===== src/rtl/multi_update_generator.sv =====
// ============================================================================
// Module      : multi_update_generator
// Description : N_CH independent periodic / one-shot update-pulse generators
//               with a shared phase-align sync input.
// Revision    : 1.0 - initial release
// ============================================================================
`default_nettype none

module multi_update_generator #(
    parameter int N_CH  = 4,
    parameter int CNT_W = 32
) (
    input  logic                    clk,
    input  logic                    N_reset,
    input  logic [N_CH-1:0]         en,
    input  logic [N_CH-1:0]         oneshot,
    input  logic [N_CH-1:0]         retrigger,
    input  logic                    sync,
    input  logic [N_CH*CNT_W-1:0]   t_up,
    output logic [N_CH-1:0]         update,
    output logic [N_CH-1:0]         busy,
    output logic                    update_any
);

    typedef enum logic [1:0] {
        S_IDLE = 2'd0,
        S_RUN  = 2'd1,
        S_DONE = 2'd2
    } state_t;

    localparam logic [CNT_W-1:0] c_CNT_ZERO = '0;
    localparam logic [CNT_W-1:0] c_CNT_ONE  = {{(CNT_W-1){1'b0}}, 1'b1};

    logic [N_CH-1:0] w_fire;

    generate
        for (genvar gi = 0; gi < N_CH; gi++) begin : g_ch
            state_t           r_state;
            logic [CNT_W-1:0] r_cnt;
            logic             r_upd;
            logic             r_busy;
            logic [CNT_W-1:0] w_tup;
            logic             w_tc;

            assign w_tup = t_up[gi*CNT_W +: CNT_W];
            // >= so a lowered period fires on the next edge instead of wrapping
            assign w_tc  = (r_cnt >= w_tup);
            assign w_fire[gi] = N_reset && en[gi] && (r_state == S_RUN) && !sync && w_tc;

            always_ff @(posedge clk) begin
                if (!N_reset || !en[gi]) begin
                    r_state <= S_IDLE;
                    r_cnt   <= c_CNT_ZERO;
                    r_upd   <= 1'b0;
                    r_busy  <= 1'b0;
                end else begin
                    case (r_state)
                        S_IDLE: begin
                            r_state <= S_RUN;
                            r_cnt   <= c_CNT_ZERO;
                            r_upd   <= 1'b0;
                            r_busy  <= 1'b1;
                        end
                        S_RUN: begin
                            if (sync) begin
                                r_cnt  <= c_CNT_ZERO;
                                r_upd  <= 1'b0;
                                r_busy <= 1'b1;
                            end else if (w_tc) begin
                                r_cnt   <= c_CNT_ZERO;
                                r_upd   <= 1'b1;
                                r_state <= oneshot[gi] ? S_DONE : S_RUN;
                                r_busy  <= !oneshot[gi];
                            end else begin
                                r_cnt  <= r_cnt + c_CNT_ONE;
                                r_upd  <= 1'b0;
                                r_busy <= 1'b1;
                            end
                        end
                        S_DONE: begin
                            r_cnt   <= c_CNT_ZERO;
                            r_upd   <= 1'b0;
                            r_state <= retrigger[gi] ? S_RUN : S_DONE;
                            r_busy  <= retrigger[gi];
                        end
                        default: begin
                            r_state <= S_IDLE;
                            r_cnt   <= c_CNT_ZERO;
                            r_upd   <= 1'b0;
                            r_busy  <= 1'b0;
                        end
                    endcase
                end
            end

            assign update[gi] = r_upd;
            assign busy[gi]   = r_busy;
        end
    endgenerate

    logic r_update_any;

    always_ff @(posedge clk) begin
        if (!N_reset) begin
            r_update_any <= 1'b0;
        end else begin
            r_update_any <= |w_fire;
        end
    end

    assign update_any = r_update_any;

endmodule

`default_nettype wire


===== config.mk =====
export PLATFORM = sky130hd
export DESIGN_NAME = multi_update_generator
export DESIGN_NICKNAME = d
export VERILOG_FILES = /design/src/rtl/multi_update_generator.sv
export SDC_FILE = /design/constraint.sdc
export NUM_CORES = 1
export LEC_CHECK = 0
export ABC_AREA = 1
export BUFFER_PORTS_ARGS = -buffer_cell sky130_fd_sc_hd__buf_2
export CAP_MARGIN = 20
export CORE_MARGIN = 10
export CORE_UTILIZATION = 35
export CTS_CLUSTER_DIAMETER = 30
export DETAILED_ROUTE_END_ITERATION = 6
export PLACE_DENSITY = 0.6
export SETUP_SLACK_MARGIN = 0.2
export SLEW_MARGIN = 5
export SYNTH_ARGS = -nofsm -noshare
export SYNTH_HDL_FRONTEND = slang
export SYNTH_SLANG_ARGS = --single-unit

===== constraint.sdc =====
create_clock -name clk -period 3.05 [get_ports clk]
set_input_delay 0.61 -clock clk [delete_from_list [all_inputs] [get_ports clk]]
set_output_delay 0.61 -clock clk [all_outputs]
set_load 0.01 [all_outputs]

==> summary.txt, run 1 <==
Timing
  • Fin crit share: 0.685
  • RSZ-0062 raised after global routing: false
  • Setup TNS: 0 ns
  • Slew @ Worst Pin: between 0.6 and 0.7 ns
  • Final setup viols: 0
  • Hold Vio Cnt, Final: 0
  • Final Critical Period: 2.09 ns
  • Fmax: around 480 MHz
  • Max_slew headroom: 0.596
  • Skew final: 0.0145 ns
  • Max-slew violations: 0

Synth
  • Syn avg cell area: 6.69 sq um
  • Synthesized area: approximately 0.010 sq mm
  • Post-synthesis sequential area ratio: 0.277
  • Mapped Nets: about 1800
  • Synth Warn #: 0
  • Top post-synthesis cells by area: dfxtp_1 28%, ha_1 16%, nand2_1 13%
  • Async set-reset flop share out of synthesis: 0
  • Flops & latches, synth: between 100 and 150
  • Post-synth EDFFs: 0
  • Synth top area share: 0.277
  • Distinct cells, synth: between 40 and 50
  • Main synth FF type: dfxtp_1
  • Cell count after synthesis: about 1600
  • Cell taking the most area after synthesis: dfxtp_1

Global routing
  • Number of global-route vias before repair: approximately 9400
  • First-pass GRT wire length: around 44000 um
  • GRT Residual Overflow: 0
  • Tot GR Track Use: 0.144
  • Largest net degree at the start of global routing: 33
  • Initial antenna violation count: 0

Setup path
  • Critical path type: reg2reg
  • Reg2Reg Depth: 11
  • Startpoint Class: flip-flop
  • CP arrival: 2.41 ns
  • WP data required: around 3.4 ns
  • FF-to-FF End: g_ch[1].r_cnt[30]
  • Reg2Reg Launch Point: g_ch[1].r_cnt[23]
  • Reg2reg setup slack: between 0.9 and 1 ns
  • Worst Setup End Kind: flip-flop
  • Critical path fanouts, max: 29

Power and ir drop
  • Leakage: between 5 and 6 nW
  • Worst vdd ir: about 0.00035 V
  • Pwr Density: 359 mW/mm^2

Floorplan
  • Die Y: just under 200 um
  • Core area: just under 0.03 sq mm
  • Die area: 0.0373 sq mm
  • IO Pins: roughly 150
  • Die width: around 190 um
  • Cell Rows: 63
  • Initial cell density of the core: 0.354

Detailed routing
  • Drt drc: 0
  • Antenna-violating nets left: 0
  • 1st-pass router iterations: 5
  • Initial DRC count: approximately 480
  • Via count: 9789
  • Via density: ~4.6
  • Wirelength per Cell: between 10 and 15 um
  • WL final: 26600 um

Clocking
  • TritonCTS buffer count: 17
  • Clock slew at reported path FFs: around 0.07 ns
  • Cts hold-fix bufs: 0
  • Clock Sinks: 145
  • Root Buffer: clkbuf_16
  • Post-CTS Setup Inserts: 0
  • CTS resizes: 0
  • H-tree depth: 4
  • TritonCTS clock tree: built
  • Clk buf depth: 2
  • Worst-skew pair later-pin latency: about 0.43 ns

Place
  • Post-Place Cell Area: approximately 0.012 sq mm
  • PortBufs: 151
  • HPWL after detailed placement: roughly 22000 um
  • GPL Wtd Cong: ~0.83

Job
  • Max Cap Viol: 0

Cells and area
  • Nets: 1998
  • Layout cells sized above 1: 0.139
  • Diodes inserted: 0
  • Layout area overhead: 16.9%
  • Final instance area: approximately 0.012 sq mm

Run status
  • Status: complete, no violations

Hold path
  • Hold Path End: g_ch[3].r_cnt[0]
  • Hold Path Origin: g_ch[3].r_cnt[0]
  • Worst hold path depth: 1
  • Hold Path Class: reg2reg
-- per-stage QoR --
step                cells  setup slack, ns  utilization  power [mW]  hold slack, ns
global placement     2094            0.601        0.393        2.23           0.451
finish               2126            0.961        0.414        4.41           0.465
global route         2126            0.666        0.414        4.60           0.503
floorplan            1568             1.05            -        2.10           0.430
detailed placement   2094            0.590        0.393        2.24           0.452
CTS                  2126            0.963        0.414        4.49           0.468
-- sequential cells by signal, indices dropped and copies added (netlist names) --
signal and count:
g_ch.r_upd 4, g_ch.r_cnt 128, update_any 1, g_ch.r_state 8, g_ch.r_busy 4
-- cell usage after synthesis (6+ instances only) --
cell type / count
nand2_1: 361
inv_1: 285
nor2_1: 223
dfxtp_1: 145
ha_1: 132
a21oi_1: 95
nand3_1: 44
nand4_1: 38
nor3_1: 37
xnor2_1: 29
xor2_1: 26
o21ai_0: 21
nor3b_1: 18
or2_2: 15
buf_2: 10
nor2_2: 9
buf_4: 8
o21a_1: 8
nor2_4: 7
a21o_1: 6
nand2_2: 6
nor3_2: 6
or2_0: 6
-- placed cells by master, fill, tap and decap left out, types with 29 or more instances in the layout --
cell type	count
nand2_1	361
inv_1	285
nor2_1	223
buf_2	151
dfxtp_1	145
ha_1	132
a21oi_1	95
nand3_1	44
nand4_1	38
nor3_1	37
xnor2_1	29
-- report_power, final --
group | internal [mW] | total [mW] | leakage [nW] | switching, mW
logic | 0.132 | 0.285 | 4.28 | 0.153
registers | 1.90 | 1.91 | 1.17 | 0.00579
clock network | 1.26 | 2.22 | 0.293 | 0.958
total | 3.29 | 4.41 | 5.74 | 1.12
-- final cells by class --
class,instances,area (sq um)
Clock buffer,18,439
Clock inverter,14,168
Fill cell,3143,17400
Inverter,286,1070
Multi-Input combinational cell,1117,6400
Sequential cell,145,2900
Tap cell,390,488
Timing Repair Buffer,156,793
-- layer usage --
| metal | up-vias | global-route usage | wire length, um |
|---|---|---|---|
| li1 | 5259 | - | - |
| met1 | 4343 | 0.191 | 13100 |
| met2 | 160 | 0.236 | 12000 |
| met3 | 27 | 0.0227 | 1180 |
| met4 | 0 | 0.0417 | 387 |
| met5 | - | 0 | 0 |
-- cell families after synthesis --
group,count (synthesis),share of synthesized area
AO/OA/AOI/OAI,138,0.0707
flip-flops,145,0.277
XOR/XNOR,55,0.0459
buffers and inverters,306,0.113
AND/OR/NAND/NOR,792,0.336
adder cells (fa/ha/maj),132,0.157
-- worst max-delay path by stage --
stage,start,end,slack [ns],depth (start not counted)
after floorplan,t_up[79],g_ch[2].r_cnt[10],1.05,12
after global placement,t_up[55],g_ch[1].r_cnt[30],0.60,13
after detailed placement,t_up[63],g_ch[1].r_cnt[30],0.59,13
after CTS,g_ch[1].r_cnt[30],g_ch[1].r_cnt[30],0.96,11
after global routing,g_ch[0].r_cnt[15],g_ch[0].r_cnt[8],0.67,13
final,g_ch[1].r_cnt[23],g_ch[1].r_cnt[30],0.96,11
-- critical path, stage by stage (launching register included) --
cell and delay (ns):
dfxtp_1 0.34, ha_1 0.30, nand2_1 0.07, nor2_1 0.28, nand2_1 0.10, a21oi_1 0.15, nor2_1 0.09, nand3_1 0.08
buf_4 0.31, inv_1 0.14, nand2_1 0.09, nor2_1 0.04
Note: power is estimated with default switching activity, not from simulation.
==> inputs of run 2 (changes only) <==
--- a/config.mk
+++ b/config.mk
@@ -5,14 +5,14 @@
 export SDC_FILE = /design/constraint.sdc
 export NUM_CORES = 1
 export LEC_CHECK = 0
-export ABC_AREA = 1
+export ABC_AREA = 0
 export BUFFER_PORTS_ARGS = -buffer_cell sky130_fd_sc_hd__buf_2
 export CAP_MARGIN = 20
 export CORE_MARGIN = 10
 export CORE_UTILIZATION = 35
 export CTS_CLUSTER_DIAMETER = 30
 export DETAILED_ROUTE_END_ITERATION = 6
-export PLACE_DENSITY = 0.6
+export PLACE_DENSITY = 0.63
 export SETUP_SLACK_MARGIN = 0.2
 export SLEW_MARGIN = 5
 export SYNTH_ARGS = -nofsm -noshare
==> constraint.sdc (replaced) <==
create_clock -name clk -period 1.7 [get_ports clk]
set_input_delay 0.34 -clock clk [delete_from_list [all_inputs] [get_ports clk]]
set_output_delay 0.34 -clock clk [all_outputs]
set_load 0.01 [all_outputs]
==> summary.txt, run 2 <==
Synth
  • Flops & latches, synth: 145 (unchanged)
  • Post-synth EDFFs: 0 (unchanged)
  • Top post-synthesis cells by count: 174 x nor2_1, 145 x dfxtp_1, 142 x inv_1
  • Mapped Nets: 1396 (-24%)
  • Syn avg cell area: 8.19 sq um (+22%)
  • Top post-synthesis cells by area: dfxtp_1 32%, ha_1 18%, xor2_1 7.3%
  • Synth Warn #: 0 (unchanged)
  • Async set-reset flop share out of synthesis: 0 (unchanged)
  • Synthesized area: 0.00918 sq mm (-13%)
  • Post-synthesis sequential area ratio: 0.316 (+0.0396)
  • Cell taking the most area after synthesis: dfxtp_1
  • Synth top area share: 0.316 (+0.0396)
  • Top-count cell post-synth: nor2_1
  • Distinct cells, synth: 51 (+21%)
  • Main synth FF type: dfxtp_1
  • Cell count after synthesis: 1121 (-29%)

Clocking
  • Root Buffer: clkbuf_16
  • TritonCTS buffer count: 17 (unchanged)
  • Worst-skew pair later-pin latency: 0.42 ns (about the same)
  • Clock Sinks: 145 (unchanged)
  • H-tree depth: 4 (unchanged)
  • Cts hold-fix bufs: 0 (unchanged)
  • Clock slew at reported path FFs: 0.06 ns (about the same)
  • Clk buf depth: 2 (unchanged)
  • TritonCTS clock tree: built

Timing
  • Final setup viols: 145 (+145)
  • Skew final: 0.0137 ns (-0.000831 ns)
  • RSZ-0062 raised after global routing: true
  • Hold Vio Cnt, Final: 0 (unchanged)
  • Fin crit share: 1.43 (+0.744)
  • Max_slew headroom: 0.713 (+0.117)
  • Max-slew violations: 0 (unchanged)
  • Final worst setup slack: -0.729 ns (-1.69 ns)
  • Setup TNS: -88.51 ns (-88.51 ns)
  • Final Critical Period: 2.43 ns (+0.340 ns)
  • Slew @ Worst Pin: 0.427 ns (-0.174 ns)
  • Fmax: 412 MHz (-14%)

Cells and area
  • Final instance area: 0.0142 sq mm (+15%)
  • Max reg flops: 128 (unchanged)
  • Most common cell after layout, fill and taps aside: buf_4
  • Most frequent cells in the layout: 199 x buf_4, 151 x buf_2, 138 x inv_1
  • Layout cells sized above 1: 0.408 (+0.270)
  • Nets: 1765 (-12%)
  • Layout area overhead: 54.2%
  • Fill count: 2370 (-25%)
  • Most flop-heavy register: g_ch.r_cnt
  • Largest registers: g_ch.r_cnt: 128 flops, g_ch.r_state: 8 flops

Detailed routing
  • Initial DRC count: 281 (-41%)
  • 1st-pass router iterations: 5 (unchanged)
  • Via count: 8755 (-11%)
  • WL final: 26000 um (-2.6%)
  • Antenna-violating nets left: 0 (unchanged)
  • Via density: 4.76 (+3.5%)
  • Drt drc: 0 (unchanged)
  • Wirelength per Cell: 14.1 um (+13%)

Power and ir drop
  • Switching portion of total power: 0.232 (-0.0210)
  • Net Switching: 1.87 mW (+68%)
  • Pwr Total: 8.07 mW (+83%)
  • Internal Power: 6.19 mW (+88%)
  • Gate power share: 0.080 (+0.015)
  • Worst vdd ir: 0.000497 V (+42%)
  • Share of power burned in registers: 0.424 (-0.009)
  • Pwr Density: 570 mW/mm^2 (+59%)
  • Clk network pwr share: 0.496 (-0.007)
  • Leakage: 6.44 nW (+12%)

Floorplan
  • Die Y: 182 um (-5.8%)
  • IO Pins: 152 (unchanged)
  • Core area: 0.0259 sq mm (-13%)
  • Cell Rows: 59 (-6.3%)
  • Initial cell density of the core: 0.354 (about the same)
  • Die area: 0.0331 sq mm (-11%)
  • Die width: 182 um (-5.8%)

Place
  • GPL Wtd Cong: 0.832 (+0.79%)
  • Pre-CTS setup slack: -0.924 ns (-1.51 ns)
  • Post-Place Cell Area: 0.0117 sq mm (+0.71%)
  • HPWL after detailed placement: 18700 um (-15%)
  • PortBufs: 151 (unchanged)

Setup path
  • Worst Setup End Kind: flip-flop
  • Slowest stage delay, CP: 0.50 ns (+0.16 ns)
  • Startpoint Class: flip-flop
  • Critical path fanouts, max: 8 (-72%)
  • Slowest CP cell: or4_4
  • Critical path, cell by cell: inv_2, ha_4, nand2b_4, a2111o_1, o2111ai_4, a31oi_2, o21a_1, or4_4, clkbuf_16, nor2b_1
  • CP arrival: 2.78 ns (+0.37 ns)
  • Critical path type: reg2reg
  • WP data required: 2.06 ns (-1.31 ns)

Global routing
  • Grt met1 use: 0.179 (-0.0127)
  • Initial antenna violation count: 4 (+4)
  • Routing usage on met3: 0.0326 (+0.00994)
  • GRT Residual Overflow: 0 (unchanged)
  • Number of global-route vias before repair: 8899 (-5.0%)
  • M2 GR Usage: 0.253 (+0.0169)
  • Global route hottest layer: met2
  • Tot GR Track Use: 0.147 (+0.00336)
  • Largest net degree at the start of global routing: 33 (unchanged)
  • First-pass GRT wire length: 41100 um (-7.2%)

Job
  • Max Cap Viol: 0 (unchanged)

Hold path
  • Hold Path Class: in2reg

Run status
  • Status: finished with violations
  • Failing checks: setup timing
[run 2: cell types whose count changed after synthesis, moves of 17 or more]
cell     before  now
nand2_1     361   82
xor2_1       26   76
nor3b_1      18    1
a21oi_1      95   43
inv_1       285  142
nor2_1      223  174
nor3_1       37    8
and3_1        4   22
[run 2: timing repair]
action	in CTS	in global routing
endpoints found under the setup margin	145	145
pin swaps	24	37
gates resized for setup	97	229
buffers inserted	10	6
cloned	7	5
[run 2: layer usage]
layer	vias to the layer above	routed length, um
met3	28	1030
li1	4533	-
met2	150	12900
met1	4040	11600
met5	-	40
met4	4	431
[run 2: layout make-up]
class	count	area (sq um)	share of cell area
Clock buffer	18	429	0.0303
Timing Repair Buffer	375	2740	0.194
Clock inverter	12	183	0.0129
Tap cell	335	419	0.0296
Sequential cell	145	2930	0.207
Inverter	142	533	0.0377
Antenna cell	2	5.00	0.000354
Multi-Input combinational cell	809	6920	0.489
[run 2: cell families (layout without fill, tap and decap cells)]
family | count (synthesis) | after routing | synth area share
AO/OA/AOI/OAI | 121 | 121 | 0.0830
buffers and inverters | 167 | 547 | 0.0769
flip-flops | 145 | 145 | 0.316
other | 0 | 2 | 0
AND/OR/NAND/NOR | 436 | 436 | 0.230
adder cells (fa/ha/maj) | 132 | 132 | 0.180
XOR/XNOR | 120 | 120 | 0.114
[run 2: power by group through the flow]
stage | combinational, mW | sequential [mW] | clock (mW)
3_5_place_dp | 0.524 | 3.49 | 0
5_1_grt | 0.729 | 3.42 | 4.24
2_1_floorplan | 0.261 | 3.49 | 0
3_3_place_gp | 0.511 | 3.49 | 0
4_1_cts | 0.595 | 3.42 | 4.11
6_report | 0.646 | 3.42 | 4.00
[run 2: final timing paths]
check	start	endpoint	cells after the start	slack, ns
setup / recovery	g_ch[2].r_cnt[0]	g_ch[2].r_cnt[17]	10	-0.73
hold / removal	retrigger[2]	g_ch[2].r_state[1]	3	0.23
setup reg to reg	g_ch[2].r_cnt[0]	g_ch[2].r_cnt[17]	10	-0.73
hold reg to reg	g_ch[3].r_state[1]	g_ch[3].r_state[1]	1	0.53
[run 2: metrics by stage]
stage,hold WS (ns),utilization,instances
5_1_grt,0.234,0.546,1837
3_3_place_gp,0.469,0.453,1778
4_1_cts,0.193,0.503,1825
6_report,0.231,0.546,1838
2_1_floorplan,0.413,-,1121
3_5_place_dp,0.482,0.453,1778
[run 2: critical path: cells and delay by family (launching register included)]
kind / cells / cell delay, ns
AO/OA/AOI/OAI: 4 / 0.84
adder cells (fa/ha/maj): 1 / 0.20
buffers and inverters: 2 / 0.27
flip-flops: 1 / 0.33
AND/OR/NAND/NOR: 3 / 0.73
